`src/rtl/imm_encoder_pkg.sv`:
```
// Shared immediate-select encodings and immediate-field masks for the RV32I
// immediate generator and its inverse, the immediate encoder.
package imm_encoder_pkg;

    localparam logic [2:0] IMM_I = 3'b000;
    localparam logic [2:0] IMM_S = 3'b001;
    localparam logic [2:0] IMM_B = 3'b010;
    localparam logic [2:0] IMM_U = 3'b011;
    localparam logic [2:0] IMM_J = 3'b100;

    // Instruction bits occupied by the immediate in each format.
    localparam logic [31:0] MASK_I = 32'hFFF0_0000;
    localparam logic [31:0] MASK_S = 32'hFE00_0F80;
    localparam logic [31:0] MASK_B = 32'hFE00_0F80;
    localparam logic [31:0] MASK_U = 32'hFFFF_F000;
    localparam logic [31:0] MASK_J = 32'hFFFF_F000;

    // True when v[31:lsb] is all zeros or all ones, i.e. v is a sign extension
    // of its low lsb+1 bits.
    function automatic logic upper_all_equal(logic [31:0] v, int unsigned lsb);
        logic [31:0] s;
        s = 32'($signed(v) >>> lsb);
        return (s == '0) || (s == '1);
    endfunction

endpackage

```
`src/rtl/imm_encoder_scatter.sv`:
```
// Combinational scatter of an immediate into the format-specific bit positions
// of a base instruction, with range/alignment and illegal-select flags.
module imm_encoder_scatter
    import imm_encoder_pkg::*;
#(
    parameter int unsigned K = 3
) (
    input  logic [31:0]  imm_i,
    input  logic [K-1:0] imm_sel_i,
    input  logic [31:0]  base_i,
    output logic [31:0]  instr_o,
    output logic         err_range_o,
    output logic         err_sel_o
);

    always_comb begin
        instr_o     = base_i;
        err_range_o = 1'b0;
        err_sel_o   = 1'b0;
        case (imm_sel_i)
            IMM_I: begin
                instr_o     = (base_i & ~MASK_I) | {imm_i[11:0], 20'b0};
                err_range_o = !upper_all_equal(imm_i, 11);
            end
            IMM_S: begin
                instr_o     = (base_i & ~MASK_S) | {imm_i[11:5], 13'b0, imm_i[4:0], 7'b0};
                err_range_o = !upper_all_equal(imm_i, 11);
            end
            IMM_B: begin
                instr_o     = (base_i & ~MASK_B) |
                              {imm_i[12], imm_i[10:5], 13'b0, imm_i[4:1], imm_i[11], 7'b0};
                err_range_o = !upper_all_equal(imm_i, 12) || imm_i[0];
            end
            IMM_U: begin
                instr_o     = (base_i & ~MASK_U) | {imm_i[31:12], 12'b0};
                err_range_o = (imm_i[11:0] != 12'b0);
            end
            IMM_J: begin
                instr_o     = (base_i & ~MASK_J) |
                              {imm_i[20], imm_i[10:1], imm_i[11], imm_i[19:12], 12'b0};
                err_range_o = !upper_all_equal(imm_i, 20) || imm_i[0];
            end
            default: begin
                // Illegal select passes the base word through untouched.
                err_sel_o = 1'b1;
            end
        endcase
    end

endmodule

```
`src/rtl/imm_encoder.sv`:
```
// Two-stage valid/ready immediate encoder: S1 registers the request, S2 holds
// the encoded instruction and error flags, plus a saturating error counter.
module imm_encoder
    import imm_encoder_pkg::*;
#(
    parameter int unsigned K     = 3,
    parameter int unsigned CNT_W = 16
) (
    input  logic             clk,
    input  logic             rst,
    input  logic             in_valid,
    output logic             in_ready,
    input  logic [31:0]      imm,
    input  logic [K-1:0]     imm_sel,
    input  logic [31:0]      base,
    output logic             out_valid,
    input  logic             out_ready,
    output logic [31:0]      instr,
    output logic             err_range,
    output logic             err_sel,
    output logic [CNT_W-1:0] err_count
);

    logic             s1_valid_q, s1_valid_d;
    logic [31:0]      s1_imm_q, s1_imm_d;
    logic [K-1:0]     s1_sel_q, s1_sel_d;
    logic [31:0]      s1_base_q, s1_base_d;
    logic             out_valid_q, out_valid_d;
    logic [31:0]      instr_q, instr_d;
    logic             err_range_q, err_range_d;
    logic             err_sel_q, err_sel_d;
    logic [CNT_W-1:0] err_count_q, err_count_d;

    logic        ready_s2;
    logic [31:0] sc_instr;
    logic        sc_err_range;
    logic        sc_err_sel;

    imm_encoder_scatter #(
        .K (K)
    ) u_scatter (
        .imm_i       (s1_imm_q),
        .imm_sel_i   (s1_sel_q),
        .base_i      (s1_base_q),
        .instr_o     (sc_instr),
        .err_range_o (sc_err_range),
        .err_sel_o   (sc_err_sel)
    );

    always_comb begin
        ready_s2    = !out_valid_q || out_ready;
        in_ready    = !s1_valid_q || ready_s2;

        s1_valid_d  = s1_valid_q;
        s1_imm_d    = s1_imm_q;
        s1_sel_d    = s1_sel_q;
        s1_base_d   = s1_base_q;
        out_valid_d = out_valid_q;
        instr_d     = instr_q;
        err_range_d = err_range_q;
        err_sel_d   = err_sel_q;
        err_count_d = err_count_q;

        if (in_ready) begin
            s1_valid_d = in_valid;
        end
        if (in_valid && in_ready) begin
            s1_imm_d  = imm;
            s1_sel_d  = imm_sel;
            s1_base_d = base;
        end

        if (ready_s2) begin
            out_valid_d = s1_valid_q;
        end
        if (ready_s2 && s1_valid_q) begin
            instr_d     = sc_instr;
            err_range_d = sc_err_range;
            err_sel_d   = sc_err_sel;
        end

        // Count delivered results carrying any error, saturating at all-ones.
        if (out_valid_q && out_ready && (err_range_q || err_sel_q) && (err_count_q != '1)) begin
            err_count_d = err_count_q + CNT_W'(1);
        end
    end

    always_ff @(posedge clk) begin
        if (rst) begin
            s1_valid_q  <= 1'b0;
            s1_imm_q    <= '0;
            s1_sel_q    <= '0;
            s1_base_q   <= '0;
            out_valid_q <= 1'b0;
            instr_q     <= '0;
            err_range_q <= 1'b0;
            err_sel_q   <= 1'b0;
            err_count_q <= '0;
        end else begin
            s1_valid_q  <= s1_valid_d;
            s1_imm_q    <= s1_imm_d;
            s1_sel_q    <= s1_sel_d;
            s1_base_q   <= s1_base_d;
            out_valid_q <= out_valid_d;
            instr_q     <= instr_d;
            err_range_q <= err_range_d;
            err_sel_q   <= err_sel_d;
            err_count_q <= err_count_d;
        end
    end

    assign out_valid = out_valid_q;
    assign instr     = instr_q;
    assign err_range = err_range_q;
    assign err_sel   = err_sel_q;
    assign err_count = err_count_q;

endmodule
```
`config.mk`:
```
export PLATFORM = sky130hd
export DESIGN_NAME = imm_encoder
export DESIGN_NICKNAME = d
export VERILOG_FILES = /design/src/rtl/imm_encoder_pkg.sv /design/src/rtl/imm_encoder_scatter.sv /design/src/rtl/imm_encoder.sv
export SDC_FILE = /design/constraint.sdc
export NUM_CORES = 1
export LEC_CHECK = 0
export CAP_MARGIN = 20
export CORE_MARGIN = 4
export CORE_UTILIZATION = 25
export DETAILED_ROUTE_END_ITERATION = 8
export DONT_BUFFER_PORTS = 1
export GPL_TIMING_DRIVEN = 0
export SLEW_MARGIN = 10
export SYNTH_ARGS = -nofsm -noshare
export SYNTH_HDL_FRONTEND = slang
export SYNTH_HIERARCHICAL = 1
export SYNTH_SLANG_ARGS = --single-unit
```
`constraint.sdc`:
```
create_clock -name clk -period 2.1 [get_ports clk]
set_input_delay 0.42 -clock clk [delete_from_list [all_inputs] [get_ports clk]]
set_output_delay 0.42 -clock clk [all_outputs]
set_load 0.05 [all_outputs]
```
# Word level (Yosys, flattened, before mapping)
# Index checks and enable logic that the tools add are counted.
# word_totals
regBits,119
inputBits,71
output_inout_bits,52
word_cells,51
# op_classes
addsub,1
eq_ne,8
n_mux,3
bitwise_logic,5
reduce_logical,25
# ops
cell,n
$pmux 32 s5,1
$eq 32x32->1 const B,3
$logic_not 32->1,3
$or 12x32->32,2
$or 25x32->32,2
$or 20x32->32,1
$add 16x1->16 const B,1
$ne 16x16->1 const B,1
$reduce_bool 12->1,1
$logic_or 1x1->1,8
$eq 3x2->1 const B,2
$logic_and 1x1->1,5
$logic_not 1->1,5
$reduce_or 5->1,1
$pmux 1 s4,1
$eq 3x1->1 const B,1
$eq 3x3->1 const B,1
$logic_not 3->1,1
$reduce_or 2->1,1
$mux 1,1

# Logic depth before layout (Yosys ltp)
# logic_depth
depth_word,5
ltp_mapped,8
mapped_depth_nobuf,7

# Modules after synthesis
# The synthesis kept the hierarchy.
# modules_own_cells
module,n_inst,cells_per_inst,area_each_um2,seq_area_each_um2
imm_encoder,1,552,4390.5,2382.3
imm_encoder_scatter,1,119,800.8,0.0

# Least setup slack after synthesis
# Ideal clock, no wire load.
# synth_path
path_kind,register to register
from,register out_valid_q (netlist: out_valid)
to,register s1_imm_q[10]
setup_time_ns,0.070
arrival_time_ns,2.252
t_required_ns,2.030
path_slack_ns,-0.223
stages_incl_launch_ff,7
path_buffers,2
period_less_slack_ns,2.323
cell_sequence,dfxtp_1 nand3b_1 nand2_1 clkbuf_1 clkbuf_1 nand2_1 a21oi_1
# synth_via
elab_chain_len,4
# synth_rtl
element,line_no,rtl
start: declaration,imm_encoder.sv:28,"logic out_valid_q, out_valid_d;"
start signal: assignment,imm_encoder.sv:104,out_valid_q <= out_valid_d;
$logic_not 1->1,imm_encoder.sv:51,ready_s2 = !out_valid_q || out_ready;
$logic_or 1x1->1,imm_encoder.sv:51,
$logic_or 1x1->1,imm_encoder.sv:52,in_ready = !s1_valid_q || ready_s2;
named net in_ready,imm_encoder.sv:12,"output logic in_ready,"
$logic_and 1x1->1,imm_encoder.sv:67,if (in_valid && in_ready) begin
end signal: assignment,imm_encoder.sv:101,s1_imm_q <= s1_imm_d;
end: declaration,imm_encoder.sv:25,"logic [31:0] s1_imm_q, s1_imm_d;"
# The timed path passes the listed nets, and every way through them passes these cells.
# A chain may end at the register's enable or synchronous reset.

# Worst setup path in the final report
# layout_path
from,register out_valid_q (netlist: out_valid)
to,register s1_base_q[19]
# layout_via
elab_chain_len,4
# layout_rtl
element,line_no,rtl
$logic_not 1->1,imm_encoder.sv:51,
$logic_or 1x1->1,imm_encoder.sv:51,
$logic_or 1x1->1,imm_encoder.sv:52,
named net in_ready,imm_encoder.sv:12,
$logic_and 1x1->1,imm_encoder.sv:67,
end signal: assignment,imm_encoder.sv:103,s1_base_q <= s1_base_d;
end: declaration,imm_encoder.sv:27,"logic [31:0] s1_base_q, s1_base_d;"
# The timed path passes the listed nets, and every way through them passes these cells.

==> metrics.md <==
| Metric | Value |
|---|---|
| H-tree lvl count | 4 |
| Max rail drop VDD | 0.000459 V |
| Num CTS Buffers | 17 |
| Pins Over Slew Limit | 0 |
| Fillers | 2207 |
| Final Hold Vio Count | 0 |
| Via count | 4675 |
| Layout cell share with drive strength beyond 1 | 12.8% |
| Outcome | finished, final reports clean |
| DR WL/cell | 17.4 microns |
| Lkg Pwr | 0.00232 uW |
| IO Pins | 123 |
| Die area | 23100 sq um |
| Vias per cell | 4.80 |
| Crit path required time | 2.43 ns |
| Max cap viols | 0 |
| Area contributors post-synth | dfxtp_1, nand2_1, a21oi_1, clkbuf_1, mux2_4 |
| Dpl ws | -0.610 ns |
| Cells after Synth | 671 |
| Layout Nets | 766 |
| GRT Resource Usage Total | 14.6% |
| Final clock skew | 0.0114 ns |
| Post-Syn Area per Cell | 7.74 sq um |
| Crit Path Category | reg -> reg |
| Core Region | 20300 sq um |
| CTS tree | yes |
| GR Overflow Total | 0 |
| CP max FO | 10 |
| Post-Syn Nets | 743 |
| RSZ-0062 raised after global routing | false |
| Hpwl dp | 13100 microns |
| Synth Cell Area | 5190 sq um |
| Setup Viol. Count Final | 0 |
| Hold path depth | 2 |
| CP Data Arrival Time | 2.32 ns |
| Hold/Removal Path Class | in -> reg |
| Clock transition at the registers of the reported paths | 0.05 ns |
| Distinct cells, synth | 59 |
| Post-synth top area share | 45.9% |
| Most common cell after layout, fill and taps aside | nand2_1 |
| Setup crit start | out_valid$_SDFFE_PP0P_ |
| Power Density | 919 nW/um^2 |
| Initial Util | 25.6% |
| FMAX | 0.501 GHz |
| R2R Path Start | out_valid$_SDFFE_PP0P_ |
| EDFF count, synth | 0 |
| Drt pass-1 iters | 4 |
| CTS sink cnt | 119 |
| Crit path launch type | register |
| Number of global-route vias before repair | 4484 |
| Area Overhead vs Synth | 20.1% |
| Commonest non-fill, non-tap cells in the layout | nand2_1, a21oi_1, dfxtp_1 |
| Worst r2r path cells | 6 |
| Final worst setup slack | 0.105 ns |
| Insertion delay to the later sink of the worst-skew pair | 0.41 ns |
| CTS root buf | clkbuf_16 |
| Relative slew slack | 51.9% |
| Port Buffers | 0 |
| Fin crit period | 1.99 ns |
| Die H | 152 microns |
| Ys Warns | 6 |
| Number of remaining DRC errors | 0 |
| Iter 0 DRT Violations | 251 |
| Tcrit/Tclk final | 95.0% |
| Number of routed nets with antenna violations | 0 |
| Die width | 152 microns |
| Synth Flop Type | dfxtp_1 |
| Async SR Flop Fraction | 0% |
| Drt total wl | 16900 microns |
| Worst Tran Pin Value | 0.719 ns |
| Largest net degree at the start of global routing | 17 |
| Flops & latches, synth | 119 |
| Initial antenna violation count | 1 |
| CP endpoint kind | register |
| Register area share after synthesis | 45.9% |
| Row count | 52 |
| Max Root-Sink Buffers | 2 |
| Total Power | 5730 uW |
| Yosys top cell by area | dfxtp_1 |
| Gp weighted congestion | 0.853 |
| Hold_buf cts | 0 |
| First-pass GRT wire length | 26200 microns |
| Hold Startpoint | imm[12] |
==> metal layers <==
metal	up-vias	GRT usage (%)	wire [microns]	share of wire, %
met5	-	0	20	0.12
met4	2	4.67	225	1.3
met3	20	8.28	1900	11
met2	116	22.3	7670	45
met1	2183	17.3	7100	42
li1	2354	-	-	-
==> area by class of cell <==
cell class,instances,area [sq um],area share (%)
tap,270,338,5.42
antenna,1,2.50,0.0401
clock inverter,4,70.1,1.12
multi-input combinational,497,2610,41.9
buffer,48,221,3.55
clock buffer,24,492,7.89
sequential,119,2440,39.1
timing repair buffer,5,37.5,0.602
inverter,6,22.5,0.361
==> final timing paths <==
check | to | slack (ns)
min reg2reg | s1_base_q[10]$_SDFFE_PP0P_ | 0.45
max | s1_base_q[19]$_SDFFE_PP0P_ | 0.11
min | s1_imm_q[12]$_SDFFE_PP0P_ | 0.14
max reg2reg | s1_base_q[19]$_SDFFE_PP0P_ | 0.11
==> synth_stat cells (5+ instances only) <==
cell	number
nand2_1	215
dfxtp_1	119
a21oi_1	115
clkbuf_1	43
nor2_1	26
nor3_1	10
nor2b_1	9
nor4_1	9
mux2_4	8
o22ai_1	8
inv_1	6
mux2i_1	6
nand3_1	6
o21ai_0	6
a211oi_1	5
nand4_1	5
==> cell families after synthesis <==
family | count (synthesis) | share of synthesized area (%)
compound gates | 162 | 17.6
xor+xnor | 1 | 0.169
fa+ha+maj | 1 | 0.241
buf+inv | 55 | 4.24
flops | 119 | 45.9
mux | 20 | 4.77
simple gates | 313 | 27.1
==> repair_timing <==
| action | CTS | global route |
|---|---|---|
| setup endpoints to repair | 92 | 72 |
| resized for setup | 24 | 25 |
| buffers inserted | 3 | 2 |
| pin swaps | 3 | 3 |
==> stage by stage <==
step                util [%]  instances  TNS, ns  area, sq um  hold WS, ns
detailed placement      27.3        941   -26.39         5550        0.445
global placement        27.3        941   -25.60         5550        0.439
floorplan                  -        671        0         5210        0.432
CTS                     30.4        972        0         6180        0.120
global route            30.7        973        0         6230        0.121
finish                  30.7        974        0         6230        0.138
==> critical path, cell delays in order, from the launching register on <==
cell and delay [ns]:
dfxtp_4 0.46, nand3b_1 0.56, nand2_2 0.26, buf_4 0.20
clkbuf_4 0.21, nand2_1 0.07, a21oi_1 0.16
==> state kept, by name, summed over array words and instances (netlist names) <==
| register | count |
|---|---|
| s1_valid_q | 1 |
| s1_sel_q | 3 |
| s1_base_q | 32 |
| err_sel | 1 |
| instr | 32 |
| out_valid | 1 |
| err_range | 1 |
| err_count | 16 |
| s1_imm_q | 32 |
==> power breakdown <==
part           internal [uW]  leakage [uW]  switching [uW]
Sequential              2340      0.000987             167
Clock                   1840      0.000278             948
Combinational            166       0.00106             265
No activity file was read; power rests on OpenSTA's default activity.
